### config.mk
export PLATFORM = sky130hd
export DESIGN_NAME = kmac_msg_packer_flat
export DESIGN_NICKNAME = d
export VERILOG_FILES = /design/src/rtl/kmac_msg_packer_pkg.sv /design/src/rtl/kmac_msg_packer_if.sv /design/src/rtl/kmac_timeout_cnt.sv /design/src/rtl/kmac_msg_packer.sv /design/src/flat_wrapper.sv
export SDC_FILE = /design/constraint.sdc
export NUM_CORES = 2
export LEC_CHECK = 0
export ABC_AREA = 1
export CORE_AREA = 8 8 428 430
export CTS_CLUSTER_DIAMETER = 60
export DETAILED_ROUTE_END_ITERATION = 12
export DIE_AREA = 0 0 436 438
export PLACE_DENSITY = 0.61
export SETUP_SLACK_MARGIN = 0.02
export SYNTH_ARGS = -nofsm -noshare
export SYNTH_HDL_FRONTEND = slang
export SYNTH_SLANG_ARGS = --single-unit
### constraint.sdc
create_clock -name clk -period 5.18 [get_ports clk]
set_input_delay 0.777 -clock clk [delete_from_list [all_inputs] [get_ports clk]]
set_output_delay 0.777 -clock clk [all_outputs]
set_load 0.1 [all_outputs]
### src/rtl/kmac_msg_packer_pkg.sv
// Shared types and default sizing for the KMAC message packer.
package kmac_pkg;

    localparam int unsigned BYTE_W        = 8;
    localparam int unsigned RATE_BITS_DEF = 1088;
    localparam int unsigned LEN_W_DEF     = 16;
    localparam int unsigned TIMEOUT_DEF   = 4096;
    localparam int unsigned RATE_BYTES    = RATE_BITS_DEF / BYTE_W;
    localparam int unsigned BCNT_W        = $clog2(RATE_BYTES + 1);

    typedef enum logic [2:0] {
        IDLE      = 3'd0,
        FILL      = 3'd1,
        DRAIN     = 3'd2,
        START     = 3'd3,
        WAIT_DONE = 3'd4
    } state_e;

endpackage

### src/rtl/kmac_msg_packer_if.sv
// Byte-stream valid/ready handshake feeding the packer.
interface kmac_msg_packer_if;
    import kmac_pkg::*;

    logic              in_valid;
    logic              in_ready;
    logic [BYTE_W-1:0] in_data;
    logic              in_last;

    modport master (output in_valid, output in_data, output in_last, input in_ready);
    modport slave  (input in_valid, input in_data, input in_last, output in_ready);

endinterface

### src/rtl/kmac_timeout_cnt.sv
// Clearable, enabled up-counter that saturates at TERM-1 and flags it.
module kmac_timeout_cnt #(
    parameter int unsigned TERM = 4096
) (
    input  logic clk,
    input  logic rst_n,
    input  logic clr_i,
    input  logic en_i,
    output logic term_c_o
);

    localparam int unsigned W = $clog2(TERM + 1);

    logic [W-1:0] cnt_q, cnt_d;

    assign term_c_o = (cnt_q == W'(TERM - 1));

    // Next count: clear wins, otherwise count up to the terminal value.
    always_comb begin
        cnt_d = cnt_q;
        if (clr_i) begin
            cnt_d = '0;
        end else if (en_i && !term_c_o) begin
            cnt_d = cnt_q + W'(1);
        end
    end

    // Count register.
    always_ff @(posedge clk or negedge rst_n) begin
        if (!rst_n) begin
            cnt_q <= '0;
        end else begin
            cnt_q <= cnt_d;
        end
    end

endmodule

### src/rtl/kmac_msg_packer.sv
// Packs a byte stream into one KMAC rate block, starts KMAC and waits for done.
module kmac_msg_packer
    import kmac_pkg::*;
#(
    parameter int unsigned RATE_BITS   = RATE_BITS_DEF,
    parameter int unsigned LEN_W       = LEN_W_DEF,
    parameter int unsigned TIMEOUT_CYC = TIMEOUT_DEF
) (
    input  logic                 clk,
    input  logic                 rst_n,
    kmac_msg_packer_if.slave     in_if,
    output logic [RATE_BITS-1:0] msg_block_o,
    output logic [LEN_W-1:0]     msg_bit_len_o,
    output logic                 kmac_start_o,
    input  logic                 kmac_done_i,
    output logic                 tag_valid_o,
    output logic                 busy_o,
    output logic                 err_overflow_o,
    output logic                 err_timeout_o,
    input  logic                 err_clr_i
);

    localparam int unsigned NBYTES = RATE_BITS / BYTE_W;
    localparam int unsigned CNT_W  = $clog2(NBYTES + 1);
    localparam int unsigned IDX_W  = CNT_W + 3;

    state_e                state_q, state_d;
    logic [RATE_BITS-1:0]  blk_q, blk_d;
    logic [LEN_W-1:0]      len_q, len_d;
    logic [CNT_W-1:0]      cnt_q, cnt_d;
    logic                  start_q, start_d;
    logic                  tag_q, tag_d;
    logic                  busy_q, busy_d;
    logic                  ovf_q, ovf_d;
    logic                  tmo_q, tmo_d;

    logic                  xfer;
    logic                  tmo_hit;
    logic                  cnt_full;
    logic [CNT_W-1:0]      cnt_inc;
    logic [IDX_W-1:0]      bit_idx;

    // Ready depends on state only and is held low while in reset.
    assign in_if.in_ready = rst_n && ((state_q == IDLE) || (state_q == FILL) || (state_q == DRAIN));
    assign xfer           = in_if.in_valid && in_if.in_ready;
    assign cnt_inc        = cnt_q + CNT_W'(1);
    assign bit_idx        = {cnt_q, 3'b000};
    assign cnt_full       = (cnt_inc == CNT_W'(NBYTES));

    // Wait-for-done watchdog, restarted on the start cycle.
    kmac_timeout_cnt #(
        .TERM (TIMEOUT_CYC)
    ) u_tmo (
        .clk      (clk),
        .rst_n    (rst_n),
        .clr_i    (state_q == START),
        .en_i     (state_q == WAIT_DONE),
        .term_c_o (tmo_hit)
    );

    // Next-state, block fill and sticky error logic.
    always_comb begin
        state_d = state_q;
        blk_d   = blk_q;
        len_d   = len_q;
        cnt_d   = cnt_q;
        ovf_d   = ovf_q;
        tmo_d   = tmo_q;
        tag_d   = 1'b0;

        if (err_clr_i) begin
            ovf_d = 1'b0;
            tmo_d = 1'b0;
        end

        case (state_q)
            IDLE: begin
                if (xfer) begin
                    blk_d      = '0;
                    blk_d[7:0] = in_if.in_data;
                    cnt_d      = CNT_W'(1);
                    len_d      = LEN_W'({CNT_W'(1), 3'b000});
                    state_d    = in_if.in_last ? START : FILL;
                end
            end
            FILL: begin
                if (xfer) begin
                    blk_d[bit_idx +: 8] = in_if.in_data;
                    cnt_d               = cnt_inc;
                    len_d               = LEN_W'({cnt_inc, 3'b000});
                    if (in_if.in_last) begin
                        state_d = START;
                    end else if (cnt_full) begin
                        ovf_d   = 1'b1;
                        state_d = DRAIN;
                    end
                end
            end
            DRAIN: begin
                if (xfer && in_if.in_last) begin
                    state_d = START;
                end
            end
            START: begin
                state_d = WAIT_DONE;
            end
            WAIT_DONE: begin
                if (kmac_done_i) begin
                    tag_d   = 1'b1;
                    state_d = IDLE;
                end else if (tmo_hit) begin
                    tmo_d   = 1'b1;
                    state_d = IDLE;
                end
            end
            default: begin
                state_d = IDLE;
            end
        endcase

        start_d = (state_d == START);
        busy_d  = (state_d != IDLE);
    end

    // State and output registers.
    always_ff @(posedge clk or negedge rst_n) begin
        if (!rst_n) begin
            state_q <= IDLE;
            blk_q   <= '0;
            len_q   <= '0;
            cnt_q   <= '0;
            start_q <= 1'b0;
            tag_q   <= 1'b0;
            busy_q  <= 1'b0;
            ovf_q   <= 1'b0;
            tmo_q   <= 1'b0;
        end else begin
            state_q <= state_d;
            blk_q   <= blk_d;
            len_q   <= len_d;
            cnt_q   <= cnt_d;
            start_q <= start_d;
            tag_q   <= tag_d;
            busy_q  <= busy_d;
            ovf_q   <= ovf_d;
            tmo_q   <= tmo_d;
        end
    end

    assign msg_block_o    = blk_q;
    assign msg_bit_len_o  = len_q;
    assign kmac_start_o   = start_q;
    assign tag_valid_o    = tag_q;
    assign busy_o         = busy_q;
    assign err_overflow_o = ovf_q;
    assign err_timeout_o  = tmo_q;

endmodule

### src/flat_wrapper.sv
// flat-port wrapper written by rule: the top's interface ports become plain ports
module kmac_msg_packer_flat import kmac_pkg::*;
#(
    parameter int unsigned RATE_BITS   = RATE_BITS_DEF,
    parameter int unsigned LEN_W       = LEN_W_DEF,
    parameter int unsigned TIMEOUT_CYC = TIMEOUT_DEF
)
  (clk, rst_n, msg_block_o, msg_bit_len_o, kmac_start_o, kmac_done_i, tag_valid_o, busy_o, err_overflow_o, err_timeout_o, err_clr_i, in_if_in_valid, in_if_in_data, in_if_in_last, in_if_in_ready);
  kmac_msg_packer_if in_if_i ();
  input  logic clk;
  input  logic rst_n;
  output logic [RATE_BITS-1:0] msg_block_o;
  output logic [LEN_W-1:0] msg_bit_len_o;
  output logic kmac_start_o;
  input  logic kmac_done_i;
  output logic tag_valid_o;
  output logic busy_o;
  output logic err_overflow_o;
  output logic err_timeout_o;
  input  logic err_clr_i;
  input wire logic [$bits(in_if_i.in_valid)-1:0] in_if_in_valid;
  input wire logic [$bits(in_if_i.in_data)-1:0] in_if_in_data;
  input wire logic [$bits(in_if_i.in_last)-1:0] in_if_in_last;
  output wire logic [$bits(in_if_i.in_ready)-1:0] in_if_in_ready;
  assign in_if_i.in_valid = in_if_in_valid;
  assign in_if_i.in_data = in_if_in_data;
  assign in_if_i.in_last = in_if_in_last;
  assign in_if_in_ready = in_if_i.in_ready;
  kmac_msg_packer #(.RATE_BITS(RATE_BITS), .LEN_W(LEN_W), .TIMEOUT_CYC(TIMEOUT_CYC)) u_core (.clk(clk), .rst_n(rst_n), .in_if(in_if_i), .msg_block_o(msg_block_o), .msg_bit_len_o(msg_bit_len_o), .kmac_start_o(kmac_start_o), .kmac_done_i(kmac_done_i), .tag_valid_o(tag_valid_o), .busy_o(busy_o), .err_overflow_o(err_overflow_o), .err_timeout_o(err_timeout_o), .err_clr_i(err_clr_i));
endmodule
-- Word level (Yosys, flattened, before mapping)
Cells that the tools add are included.
- bits in registers: 1133
- bits of input ports: 14
- output and inout port bits: 1110
- logic and storage cells: 68
- add/sub/neg operators: 3
- equality and inequality tests: 9
- shift-type cells: 2
- mux-type cells: 32
- reduce and logical (&&, ||, !) cells: 12
- operator list (cell ; count):
    1088-bit 2-to-1 mux ; 2
    1088-bit one-hot mux with 2 select lines ; 1
    1088-bit bitwise mux ; 1
    8-bit by 13-bit variable shift with 1088-bit output, first input constant ; 1
    8-bit by 13-bit variable part select with 1088-bit output ; 1
    16-bit 2-to-1 mux ; 2
    16-bit one-hot mux with 2 select lines ; 1
    13-bit 2-to-1 mux ; 2
    3-bit 2-to-1 mux ; 7
    8-bit 2-to-1 mux ; 2
    8-bit one-hot mux with 2 select lines ; 1
    3-bit one-hot mux with 5 select lines ; 1
    13-bit by 1-bit adder with 13-bit output, second input constant ; 1
    13-bit by 12-bit == test with 1-bit output, second input constant ; 1
    11-bit negator with 13-bit output ; 1
    1-bit 2-to-1 mux ; 11
    3-bit by 2-bit == test with 1-bit output, second input constant ; 3
    8-bit by 1-bit adder with 8-bit output, second input constant ; 1
    8-bit == test, second input constant ; 1
    1-bit logical AND ; 4
    2-bit by 1-bit != test with 1-bit output, second input constant ; 2
    2-bit nonzero test ; 2
    3-bit by 1-bit == test with 1-bit output, second input constant ; 1
    3-bit == test, second input constant ; 1
    6 further kinds ; 7

-- Longest topological paths before layout
- depth after elaboration: 9
- depth in mapped cells: 16
- gate-level depth less buffers: 15

-- Hierarchy
Synthesis repeated with hierarchy kept, for this count alone.
- cells, all modules: 5662
- area, all modules: 48048.6 µm²
- modules (own cells, without submodules) (module ; instances ; cells an instance ; area each (µm²)):
    kmac_msg_packer ; 1 ; 5553 ; 47226.5
    kmac_timeout_cnt ; 1 ; 109 ; 822.0

-- Worst setup path before layout
OpenSTA, ideal clock, no wires.
- kind: reg2reg
- from: reg, netlist name u_core.msg_bit_len_o[3]
- to: reg u_core.blk_q[496], in the netlist u_core.msg_block_o[496]
- setup time: 0.122 ns
- data arrival time: 3.047 ns
- path slack: 2.011 ns
- stages on the path, launching flop included: 13
- path buffers: 1
- cell sequence: dfrtp_1 inv_2 ha_1 clkbuf_1 nand4_2 nor2_2 nand2_1 nor2_4 nand2_2 nand2_2 nand2_2 nand2_1 nand2_1
- RTL lines (element ; RTL line ; source):
    end signal: assignment ; kmac_msg_packer.sv:139 ; blk_q <= blk_d;
    end: declaration ; kmac_msg_packer.sv:28 ; logic [RATE_BITS-1:0] blk_q, blk_d;

==> run_results.csv <==
group,metric,value,unit
outcome,status,"complete, no violations",
clock_network,cts_sinks,1117,
synth,synth_ff_type,"dfrtp_1",
clock_network,clkTransAtPathRegs,0.06,ns
synth,synth_cells,5738,
floorplanning,die_y,438,microns
route,wirelength,266000,microns
critical_path,rr_worst_depth,10,
route,antenna_left,0,
global_routing,grt_overflow,0,
global_routing,grt_pass1_wl,369000,microns
critical_path,path_buf_inv,1,
critical_path,r2r-end,"u_core.msg_block_o[403]$_DFFE_PN0P_",
critical_path,cp_cell_sequence,"inv_1 -> ha_1 -> xnor2_2 -> nand4_1 -> nor2_1 -> nand3_1 -> nor2_2 -> o21ai_1 -> nand2_1 -> nand2_1",
critical_path,crit_type,"register to register",
floorplanning,die_w,436,microns
synth,yosysSeqAreaShare,57.7,%
hold_path,hold_depth,3,
hold_path,min_from,"in_if_in_data[5]",
timing,setup_viol,0,
global_routing,grtUsageMet1,33.0,%
global_routing,grt_pass1_vias,46100,
timing,period_needed,4.45,ns
global_routing,grt_util_met2,41.7,%
hold_path,hp-class,"input pin to register",
critical_path,required,5.88,ns
layout,final_util,37.6,%
pwr,irDropWorstVdd,0.000544,V
global_routing,busiest_layer,"met2",
critical_path,crit_path_max_fanout,9,
critical_path,slowest_delay,1.14,ns
pwr,power,27300,uW
clock_network,numCtsBuffers,136,
critical_path,critPathTopFamily,"simple AND/OR/NAND/NOR gates",
synth,synth_edf_count,0,
synth,yosys_warnings,0,
critical_path,startpoint_type,"register",
route,dr_total_vias,47400,
route,drtIter0Drc,5024,
global_routing,antenna_found_initial,15,
critical_path,r2r_slack,0.73,ns
layout,drive_above_1_share,9.09,%
placed_design,dp_hpwl,201000,microns
placed_design,place.gp.congestion,0.934,
layout,nets,6845,
hold_path,min_delay_worst_endpoint,"u_core.msg_block_o[1013]$_DFFE_PN0P_",
floorplanning,die_area,191000,sq um
placed_design,pre_cts_slack,0.832,ns
placed_design,io_buffers,1115,
clock_network,post_cts_resized,0,
clock_network,cts_max_path_buffers,3,
layout,syn2layout_area_growth,37.1,%
route,wl_per_cell,28.6,microns
global_routing,grt.total_usage,26.7,%
timing,clock.fmax,225,MHz
critical_path,reg2reg_from,"u_core.msg_bit_len_o[4]$_DFFE_PN0P_",
critical_path,critPathMostFrequentCell,"nand2_1",
clock_network,cts_tree,"built",
synth,ys_ff_latch,1117,
route,drcViolationCount,0,
clock_network,ctsRootBufferMaster,"clkbuf_16",
synth,async_reset_ff_share,100,%
timing,finalSetupTns,0,ns
timing,skew,0.0330,ns
timing,max_slew_margin,5.78,%
floorplanning,start_util,27.4,%
layout,instances_no_fill,9289,
clock_network,clock_latency,0.81,ns
pwr,power_density,411,nW/um^2
timing,hold_viol,0,
floorplanning,row_count,155,
floorplanning,ioPinCount,1124,
timing,rsz0062_at_grt,"no",
timing,period_share,85.9,%
synth,avgSynthCellArea,8.45,sq um
run,cap_violations,0,
critical_path,worstSetupEndpointType,"register",
placed_design,dp.cells,9042,
timing,setup_ws,0.728,ns
timing,report.final.slew_viol_count,0,
global_routing,grt_max_degree,178,
clock_network,htree_levels,4,
synth,synth_area,48500,sq um
route,routed_via_density,5.10,
pwr,leakage,0.0304,uW
global_routing,gr-usage-met3,7.86,%
floorplanning,core-area,177000,sq um
synth,yosysUniqueCellTypes,46,
route,dr.pass1.iters,6,
critical_path,slowest_stage,"nor2_1",
timing,worstMarginPinSlew,1.41,ns
critical_path,crit_arrival,5.15,ns
==> state kept, by name, summed over array words and instances (netlist names) <==
register / flops
u_core.kmac_start_o: 1
u_core.u_tmo.cnt_q: 13
u_core.state_q: 3
u_core.msg_block_o: 1088
u_core.busy_o: 1
u_core.msg_bit_len_o: 8
u_core.err_timeout_o: 1
u_core.tag_valid_o: 1
u_core.err_overflow_o: 1
==> cell type report <==
cell class | count | area [sq um]
diodes | 5 | 12.5
clock buffers | 187 | 3820
clock inverters | 54 | 703
fillers | 18100 | 110000
inverters | 178 | 696
multi-input cells | 4189 | 18600
flip-flops and latches | 1117 | 28000
well taps | 2355 | 2950
repair buffers | 1204 | 11700
==> how the worst max path moves through the flow <==
stage | start | end | slack [ns] | cells after the start
after floorplan | u_core.msg_bit_len_o[3]$_DFFE_PN0P_ | u_core.msg_block_o[496]$_DFFE_PN0P_ | 2.01 | 12
after global placement | u_core.msg_bit_len_o[4]$_DFFE_PN0P_ | u_core.msg_block_o[552]$_DFFE_PN0P_ | 0.88 | 12
after detailed placement | u_core.msg_bit_len_o[4]$_DFFE_PN0P_ | u_core.msg_block_o[403]$_DFFE_PN0P_ | 0.83 | 10
after CTS | u_core.msg_bit_len_o[4]$_DFFE_PN0P_ | u_core.msg_block_o[402]$_DFFE_PN0P_ | 0.81 | 10
after global routing | u_core.msg_bit_len_o[5]$_DFFE_PN0P_ | u_core.msg_block_o[503]$_DFFE_PN0P_ | 0.52 | 13
final | u_core.msg_bit_len_o[4]$_DFFE_PN0P_ | u_core.msg_block_o[403]$_DFFE_PN0P_ | 0.73 | 10
==> stage by stage <==
| stage | cell area, sq um | hold WS (ns) |
|---|---|---|
| after floorplan | 48500 | 0.481 |
| after global placement | 61900 | 0.453 |
| after detailed placement | 61900 | 0.457 |
| after CTS | 66400 | 0.355 |
| after global routing | 66400 | 0.398 |
| final | 66500 | 0.422 |
==> cell usage after synthesis, types with 2 or more instances <==
cell type / count / share of area (%)
buf_2: 97 / 1.0
nor2_2: 56 / 0.72
dfrtp_1: 1117 / 58
o21ai_2: 35 / 0.63
xnor2_1: 2 / 0.036
nand4_1: 126 / 1.6
nor3_1: 45 / 0.46
a21oi_2: 9 / 0.16
o21ai_0: 342 / 3.5
buf_6: 10 / 0.23
nor3_2: 12 / 0.25
nor2_8: 3 / 0.12
a21oi_1: 7 / 0.072
ha_1: 5 / 0.13
inv_2: 26 / 0.20
nor2_4: 28 / 0.65
nor4_1: 30 / 0.39
nand3_2: 8 / 0.17
o31ai_1: 49 / 0.76
nand2_2: 20 / 0.26
inv_4: 4 / 0.052
nand2_1: 2487 / 19
buf_1: 29 / 0.22
nand3_1: 333 / 3.4
xor2_1: 7 / 0.13
nor3_4: 2 / 0.067
o21ai_4: 5 / 0.17
clkbuf_1: 92 / 0.71
o21ai_1: 202 / 2.1
o22ai_1: 5 / 0.065
inv_1: 142 / 1.1
nor2_1: 350 / 2.7
buf_4: 32 / 0.50
nor4_2: 4 / 0.10
clkinv_1: 6 / 0.046
==> cell families after synthesis <==
| group | after synthesis | synth area share, % |
|---|---|---|
| AO/OA/AOI/OAI | 655 | 7.49 |
| XOR/XNOR | 11 | 0.253 |
| adder cells (fa/ha/maj) | 5 | 0.129 |
| buffers and inverters | 439 | 4.10 |
| flip-flops | 1117 | 57.7 |
| other | 1 | 0.00773 |
| AND/OR/NAND/NOR | 3510 | 30.4 |
==> what timing repair did <==
action,in CTS,in global routing
hold endpoints to repair,29,0
buffers inserted,0,0
hold buffers,1,0
==> cells in the final DEF, fill, tap and decap left out, types with 6 or more instances in the layout <==
master           count
nand2_2             21
clkbuf_1            31
dfrtp_1           1116
nor2_1             343
nor2_2              61
clkdlybuf4s50_1   1015
nor4_1              30
inv_2               24
nand2_1           2485
nand3_2              8
bufinv_16           10
nor3_2              13
nand4_1            126
nand3_1            333
nor3_1              44
a21oi_1              7
conb_1               8
inv_1              141
o21ai_1            202
buf_2               10
o31ai_1             49
buf_12               9
inv_6               10
buf_4              168
o21ai_0            342
clkinv_1             6
clkbuf_8            18
nor2_4              30
o21ai_2             35
clkbuf_16          138
clkinv_2            19
a21oi_2              9
xor2_1               7
==> worst min-delay path: stages <==
cell,delay (ns)
buf_2,0.20
nand4_1,0.12
o21ai_0,0.08
==> per-layer routing <==
metal | vias to the layer above | share of wire (%) | routed length, microns
met5 | - | 0.0086 | 23
met4 | 4 | 6.8 | 18200
met3 | 494 | 8.9 | 23600
met2 | 2457 | 45 | 120000
met1 | 23600 | 39 | 104000
li1 | 20800 | - | -
==> where the power goes <==
group	internal, uW	total (uW)	switching (uW)
registers	8820	8920	99.4
clock network	5720	9790	4070
logic	1090	8620	7530
total	15600	27300	11700
(Power assumes the default switching activity.)
